`config.mk`:
```
export PLATFORM = sky130hd
export DESIGN_NAME = controlador_rampa_temporizada_flat
export DESIGN_NICKNAME = d
export VERILOG_FILES = /design/src/rtl/controlador_rampa_temporizada_pkg.sv /design/src/rtl/controlador_rampa_temporizada_if.sv /design/src/rtl/controlador_rampa_temporizada_temporizador_paso.sv /design/src/rtl/controlador_rampa_temporizada.sv /design/src/flat_wrapper.sv
export SDC_FILE = /design/constraint.sdc
export NUM_CORES = 1
export LEC_CHECK = 0
export CAP_MARGIN = 10
export CORE_UTILIZATION = 35
export CTS_CLUSTER_SIZE = 28
export DETAILED_ROUTE_END_ITERATION = 7
export HOLD_SLACK_MARGIN = 0.12
export SLEW_MARGIN = 15
export SYNTH_ARGS = -nofsm -noshare
export SYNTH_HDL_FRONTEND = slang
export SYNTH_SLANG_ARGS = --single-unit
```
`constraint.sdc`:
```
create_clock -name clk -period 1.7 [get_ports clk]
set_input_delay 0.255 -clock clk [delete_from_list [all_inputs] [get_ports clk]]
set_output_delay 0.255 -clock clk [all_outputs]
set_load 0.05 [all_outputs]
```
`src/rtl/controlador_rampa_temporizada_pkg.sv`:
```
// Shared types and defaults for the timed soft-start ramp sequencer.
// Holds the state enum, the default dwell constants and the level-step helpers.
package rampa_pkg;

  typedef enum logic [2:0] {
    REPOSO = 3'd0,
    VEL30  = 3'd1,
    VEL50  = 3'd2,
    VEL100 = 3'd3,
    FALLA  = 3'd4
  } estado_rampa_t;

  localparam int DWELL_RAPIDO_DEF = 4;
  localparam int DWELL_LENTO_DEF  = 16;
  localparam int CNT_W_DEF        = 8;

  // VEL100 is the top of the ramp, so stepping up from it holds the level.
  function automatic estado_rampa_t nivel_arriba(input estado_rampa_t e);
    case (e)
      VEL30:   return VEL50;
      VEL50:   return VEL100;
      default: return e;
    endcase
  endfunction

  function automatic estado_rampa_t nivel_abajo(input estado_rampa_t e);
    case (e)
      VEL100:  return VEL50;
      VEL50:   return VEL30;
      VEL30:   return REPOSO;
      default: return e;
    endcase
  endfunction

endpackage

```
`src/rtl/controlador_rampa_temporizada_if.sv`:
```
// Panel/power-stage signal bundle for the ramp sequencer.
// There is no handshake: every input is a level sampled on each rising clk edge,
// and every output is a registered level that changes only just after that edge.
interface controlador_rampa_temporizada_if;
  import rampa_pkg::*;

  logic Rapido;
  logic Lento;
  logic Parar;
  logic Falla;
  logic Reconocer;
  logic out_30;
  logic out_50;
  logic out_100;
  logic en_marcha;
  logic falla_activa;
  estado_rampa_t estado_dbg;

  modport master (
    output Rapido, Lento, Parar, Falla, Reconocer,
    input  out_30, out_50, out_100, en_marcha, falla_activa, estado_dbg
  );

  modport slave (
    input  Rapido, Lento, Parar, Falla, Reconocer,
    output out_30, out_50, out_100, en_marcha, falla_activa, estado_dbg
  );

endinterface

```
`src/rtl/controlador_rampa_temporizada_temporizador_paso.sv`:
```
// Loadable dwell down-counter; fin flags that the current step has elapsed.
module temporizador_paso #(
  parameter int CNT_W = 8
) (
  input  logic             clk,
  input  logic             reset,
  input  logic             cargar,
  input  logic [CNT_W-1:0] valor,
  output logic             fin
);

  logic [CNT_W-1:0] cnt;

  // Saturates at zero so a held level keeps reporting fin.
  always_ff @(posedge clk) begin
    if (reset) begin
      cnt <= '0;
    end else if (cargar) begin
      cnt <= valor;
    end else if (cnt != '0) begin
      cnt <= cnt - CNT_W'(1);
    end
  end

  assign fin = (cnt == '0);

endmodule

```
`src/rtl/controlador_rampa_temporizada.sv`:
```
// Timed soft-start sequencer: ramps one-hot speed selects 0/30/50/100 % up and down,
// dwelling a mode-dependent number of cycles per step, with fault shutdown.
module controlador_rampa_temporizada
  import rampa_pkg::*;
#(
  parameter int DWELL_RAPIDO = DWELL_RAPIDO_DEF,
  parameter int DWELL_LENTO  = DWELL_LENTO_DEF,
  parameter int CNT_W        = CNT_W_DEF
) (
  input logic clk,
  input logic reset,
  controlador_rampa_temporizada_if.slave bus
);

  localparam logic [CNT_W-1:0] CARGA_RAPIDO = CNT_W'(DWELL_RAPIDO - 1);
  localparam logic [CNT_W-1:0] CARGA_LENTO  = CNT_W'(DWELL_LENTO - 1);

  estado_rampa_t    estado, estado_next;
  logic             subiendo, subiendo_next;
  logic             modo_rapido, modo_next;
  logic             cargar;
  logic             fin;
  logic             cmd;
  logic [CNT_W-1:0] valor;

  assign cmd   = (bus.Rapido | bus.Lento) & ~bus.Parar;
  // The mode being latched this cycle must already select the dwell loaded on start.
  assign valor = modo_next ? CARGA_RAPIDO : CARGA_LENTO;

  temporizador_paso #(.CNT_W(CNT_W)) u_temporizador (
    .clk    (clk),
    .reset  (reset),
    .cargar (cargar),
    .valor  (valor),
    .fin    (fin)
  );

  always_ff @(posedge clk) begin
    if (reset) begin
      estado      <= REPOSO;
      subiendo    <= 1'b0;
      modo_rapido <= 1'b0;
    end else begin
      estado      <= estado_next;
      subiendo    <= subiendo_next;
      modo_rapido <= modo_next;
    end
  end

  // A command change that disagrees with the direction wins over a completing step,
  // so a dropped command never pushes the motor one level higher.
  always_comb begin
    estado_next   = estado;
    subiendo_next = subiendo;
    modo_next     = modo_rapido;
    cargar        = 1'b0;
    if (bus.Falla) begin
      estado_next   = FALLA;
      subiendo_next = 1'b0;
    end else begin
      case (estado)
        REPOSO: begin
          if (cmd) begin
            estado_next   = VEL30;
            subiendo_next = 1'b1;
            modo_next     = bus.Rapido;
            cargar        = 1'b1;
          end
        end
        VEL30, VEL50, VEL100: begin
          if (subiendo != cmd) begin
            subiendo_next = cmd;
            cargar        = 1'b1;
          end else if (fin && !(subiendo && estado == VEL100)) begin
            estado_next = subiendo ? nivel_arriba(estado) : nivel_abajo(estado);
            cargar      = (estado_next != REPOSO);
          end
        end
        FALLA: begin
          if (bus.Reconocer) begin
            estado_next = REPOSO;
          end
        end
        default: begin
          estado_next   = REPOSO;
          subiendo_next = 1'b0;
        end
      endcase
    end
  end

  always_ff @(posedge clk) begin
    if (reset) begin
      bus.out_30       <= 1'b0;
      bus.out_50       <= 1'b0;
      bus.out_100      <= 1'b0;
      bus.en_marcha    <= 1'b0;
      bus.falla_activa <= 1'b0;
    end else begin
      bus.out_30       <= (estado_next == VEL30);
      bus.out_50       <= (estado_next == VEL50);
      bus.out_100      <= (estado_next == VEL100);
      bus.en_marcha    <= (estado_next == VEL30) || (estado_next == VEL50) ||
                          (estado_next == VEL100);
      bus.falla_activa <= (estado_next == FALLA);
    end
  end

  assign bus.estado_dbg = estado;

endmodule

```
`src/flat_wrapper.sv`:
```
// flat-port wrapper written by rule: the top's interface ports become plain ports
module controlador_rampa_temporizada_flat import rampa_pkg::*;
#(
  parameter int DWELL_RAPIDO = DWELL_RAPIDO_DEF,
  parameter int DWELL_LENTO  = DWELL_LENTO_DEF,
  parameter int CNT_W        = CNT_W_DEF
)
  (clk, reset, bus_Rapido, bus_Lento, bus_Parar, bus_Falla, bus_Reconocer, bus_out_30, bus_out_50, bus_out_100, bus_en_marcha, bus_falla_activa, bus_estado_dbg);
  controlador_rampa_temporizada_if bus_i ();
  input logic clk;
  input logic reset;
  input wire logic [$bits(bus_i.Rapido)-1:0] bus_Rapido;
  input wire logic [$bits(bus_i.Lento)-1:0] bus_Lento;
  input wire logic [$bits(bus_i.Parar)-1:0] bus_Parar;
  input wire logic [$bits(bus_i.Falla)-1:0] bus_Falla;
  input wire logic [$bits(bus_i.Reconocer)-1:0] bus_Reconocer;
  output wire logic [$bits(bus_i.out_30)-1:0] bus_out_30;
  output wire logic [$bits(bus_i.out_50)-1:0] bus_out_50;
  output wire logic [$bits(bus_i.out_100)-1:0] bus_out_100;
  output wire logic [$bits(bus_i.en_marcha)-1:0] bus_en_marcha;
  output wire logic [$bits(bus_i.falla_activa)-1:0] bus_falla_activa;
  output wire logic [$bits(bus_i.estado_dbg)-1:0] bus_estado_dbg;
  assign bus_i.Rapido = bus_Rapido;
  assign bus_i.Lento = bus_Lento;
  assign bus_i.Parar = bus_Parar;
  assign bus_i.Falla = bus_Falla;
  assign bus_i.Reconocer = bus_Reconocer;
  assign bus_out_30 = bus_i.out_30;
  assign bus_out_50 = bus_i.out_50;
  assign bus_out_100 = bus_i.out_100;
  assign bus_en_marcha = bus_i.en_marcha;
  assign bus_falla_activa = bus_i.falla_activa;
  assign bus_estado_dbg = bus_i.estado_dbg;
  controlador_rampa_temporizada #(.DWELL_RAPIDO(DWELL_RAPIDO), .DWELL_LENTO(DWELL_LENTO), .CNT_W(CNT_W)) u_core (.clk(clk), .reset(reset), .bus(bus_i));
endmodule
```
==> results.cfg <==
[run_status]
outcome = finished, final reports clean

[min_path]
holdCritStartpoint = u_core.modo_rapido$_SDFF_PP0_
hp-class = flop to flop
hold_depth = 2
min_to = u_core.modo_rapido$_SDFF_PP0_

[grt]
grt_pass1_wl_um = 3620
grt_use_total = 0.175
grt_overflow_total = 0
grt_pass1_vias = 838
antenna_found_initial = 0
grt_max_degree = 11

[power_and_ir_drop]
peakVddDrop_v = 0.000991
power_frac_comb = 0.639
power_mw = 2.42
swShare = 0.397
power_leakage_nw = 0.633
intPower_mw = 1.46
p_clk_frac = 0.095
pwr_density_cell_nw_per_um2 = 1730
power_frac_seq = 0.266
p_sw_mw = 0.959

[synthesis]
synth_simple_gate_area_frac = 0.239
synthTopCellsByArea = dfxtp_1, mux2i_1, nor2_1, xnor2_1, nor3_1
synth_nets = 112
synth_fa_ha_area_frac = 0.0265
yosysTopAreaCell = dfxtp_1
syn_area_per_cell_um2 = 9.18
synth_xor_area_frac = 0.0370
seq_area_frac_synth = 0.381
yosysUniqueCellTypes = 39
synth_top_area_share = 0.381
ys_seq_elements = 18
synth_warnings = 0
synth_top_family_by_area = simple AND/OR/NAND/NOR gates
synthesis.area_um2 = 946
synth_compound_area_frac = 0.221
syn_inst = 103
synthMuxAreaShare = 0.0635

[critical_path]
path_class = flop to flop
arrival_ns = 1.89
crit_path_top_delay_cell = o41a_1
r2r-end = u_core.bus.out_50$_SDFF_PP0_
cp_max_fo = 6
critical_path.max_stage_delay_ns = 0.46
reg2reg_from = u_core.u_temporizador.cnt[1]$_SDFFE_PP0P_
crit_chain = inv_2, ha_4, nor3b_4, buf_6, nand2_4, o41a_1, and4_1
regToRegSetupSlack_ns = 0.007
crit_path_start = u_core.u_temporizador.cnt[1]$_SDFFE_PP0P_
crit_path_end_kind = flop
required_ns = 1.90
cp_top_family = compound AO/OA/AOI/OAI gates
r2r_cells = 7
cp-start-kind = flop
cp_num_buf_inv = 2

[finish]
layout-drive-gt1-share = 0.383
stdcell_count = 171
fillers = 225
fin_nets = 151
syn_to_final_growth_pct = 47.5
antenna_cells = 0

[timing]
hold_viol = 0
min_period_over_period = 0.996
rsz0062_at_grt = yes
tightest_slew_ns = 0.507
fin_skew_ns = 0.00542
post-route-min-period_ns = 1.69
whs_ns = 0.518
setup_viol = 0
slew_violations = 0
fmax_mhz = 591
relSlewSlack = 0.662
setup_slack_ns = 0.00709

[floorplan]
die_h_um = 54.0
die_w_um = 54.0
start_util = 0.375
die_area_um2 = 2910
row_count = 18
core_um2 = 2520
io_pins = 15

[place]
placed_cells = 162
place_ws_ns = -0.211
port-buffer-count = 14
dp_hpwl_um = 1580
place_congestion = 0.837

[drt]
drt_iter0_drc = 18
drc = 0
wl_per_cell_um = 13.3
routed-via-count = 910
ant_nets = 0
drt_pass1_iterations = 4
routed_wl_um = 2280
viasPerCell = 5.32

[cts]
clk_latency_ns = 0.30
htree_levels = 1
cts_buffers = 3
tritoncts = yes
cts_hold_buf = 0
clk_pin_slew_ns = 0.11
cts-root-buf = clkbuf_4
cts.sinks = 18
clock_path_buffers = 2

[run]
cap_violations = 0
==> state kept, by name (all words and copies together), names as in the netlist <==
name,cells
u_core.bus.en_marcha,1
u_core.bus.out_50,1
u_core.u_temporizador.cnt,8
u_core.bus.out_30,1
u_core.modo_rapido,1
u_core.subiendo,1
u_core.bus.estado_dbg,3
u_core.bus.falla_activa,1
u_core.bus.out_100,1
==> layout by cell type, fill, tap and decap left out, types with 3 or more instances in the layout <==
| cell | instances |
|---|---|
| dfxtp_2 | 4 |
| inv_1 | 3 |
| clkbuf_4 | 3 |
| buf_6 | 4 |
| nor2_1 | 12 |
| o21ai_1 | 3 |
| a21oi_1 | 3 |
| dfxtp_1 | 13 |
| clkdlybuf4s50_1 | 6 |
| buf_4 | 24 |
| o21a_1 | 3 |
| nor3_1 | 6 |
| dlymetal6s2s_1 | 3 |
| mux2i_1 | 6 |
| nand3_1 | 4 |
| xnor2_1 | 4 |
==> logic make-up (layout without fill, tap and decap cells) <==
family,Yosys count,after routing
compound gates,28,28
xor+xnor,4,4
fa+ha+maj,2,2
buf+inv,8,46
flops,18,18
mux,6,6
simple gates,37,37
==> per-stage QoR <==
step / TNS [ns] / cell area, um2 / util
2_1_floorplan: 0 / 951 / -
3_3_place_gp: -0.936 / 1240 / 0.492
3_5_place_dp: -1.41 / 1240 / 0.492
4_1_cts: -0.189 / 1290 / 0.513
5_1_grt: -0.170 / 1400 / 0.553
6_report: 0 / 1400 / 0.553
==> worst max path at each step <==
stage                                                           end  slack [ns]  depth (start not counted)
after floorplan                        u_core.bus.out_50$_SDFF_PP0_        0.04                          6
after global placement                 u_core.bus.out_50$_SDFF_PP0_       -0.19                          4
after detailed placement               u_core.bus.out_50$_SDFF_PP0_       -0.21                          4
after CTS                              u_core.bus.out_50$_SDFF_PP0_       -0.03                          6
after global routing      u_core.u_temporizador.cnt[3]$_SDFFE_PP0P_       -0.05                          9
final                                  u_core.bus.out_50$_SDFF_PP0_       0.007                          7
==> metal layers <==
layer  up-vias  GRT usage  wire (um)
met5         -          0          0
met3         4     0.0254         77
met4         0      0.107         30
met1       426      0.228       1120
li1        463          -          -
met2        17      0.270       1050
==> worst register-to-register path: stages (launching register included) <==
cell and delay [ns]:
dfxtp_2 0.34, inv_2 0.07, ha_4 0.13, nor3b_4 0.17, buf_6 0.16, nand2_4 0.05, o41a_1 0.46, and4_1 0.21
==> cell usage after synthesis (all sizes together) <==
library cell and n:
a41oi 2, o21a 3, ha 2, o21ai 4
inv 5, a21oi 4, nand2 3, mux2i 6
o2111ai 1, nand3 4, or2 1, a2111oi 2
o31ai 1, or3b 1, nor4 1, nand4 1
and3 1, and2 1, o21ba 1, o21bai 1
nand3b 1, a41o 1, nor3b 1, nor2 12
clkbuf 3, xnor2 4, or4 1, nor3 6
and4 1, nand4b 1, o41a 1, a31oi 3
a31o 1, a211oi 3, nor2b 1, dfxtp 18
==> power groups by stage <==
stage               Sequential, mW  Clock, mW  Combinational (mW)
finish                       0.643      0.229                1.54
global route                 0.654      0.253                1.69
CTS                          0.633      0.235                1.23
detailed placement           0.644          0                1.14
global placement             0.639          0                1.12
floorplan                    0.666          0               0.701
==> layout make-up <==
class | instances | area, um2 | share of cell area
Clock buffer | 4 | 26.3 | 0.0188
Multi-Input combinational cell | 77 | 621 | 0.445
Timing Repair Buffer | 37 | 323 | 0.231
Sequential cell | 18 | 369 | 0.265
Inverter | 5 | 18.8 | 0.0135
Tap cell | 30 | 37.5 | 0.0269
==> timing repair <==
item	CTS	global route
gates resized for setup	5	21
pin swaps	2	8
gates cloned	0	0
buffers inserted	1	4
setup endpoints to repair	12	17
hold endpoints to repair	0	0
(Power assumes the default switching activity.)
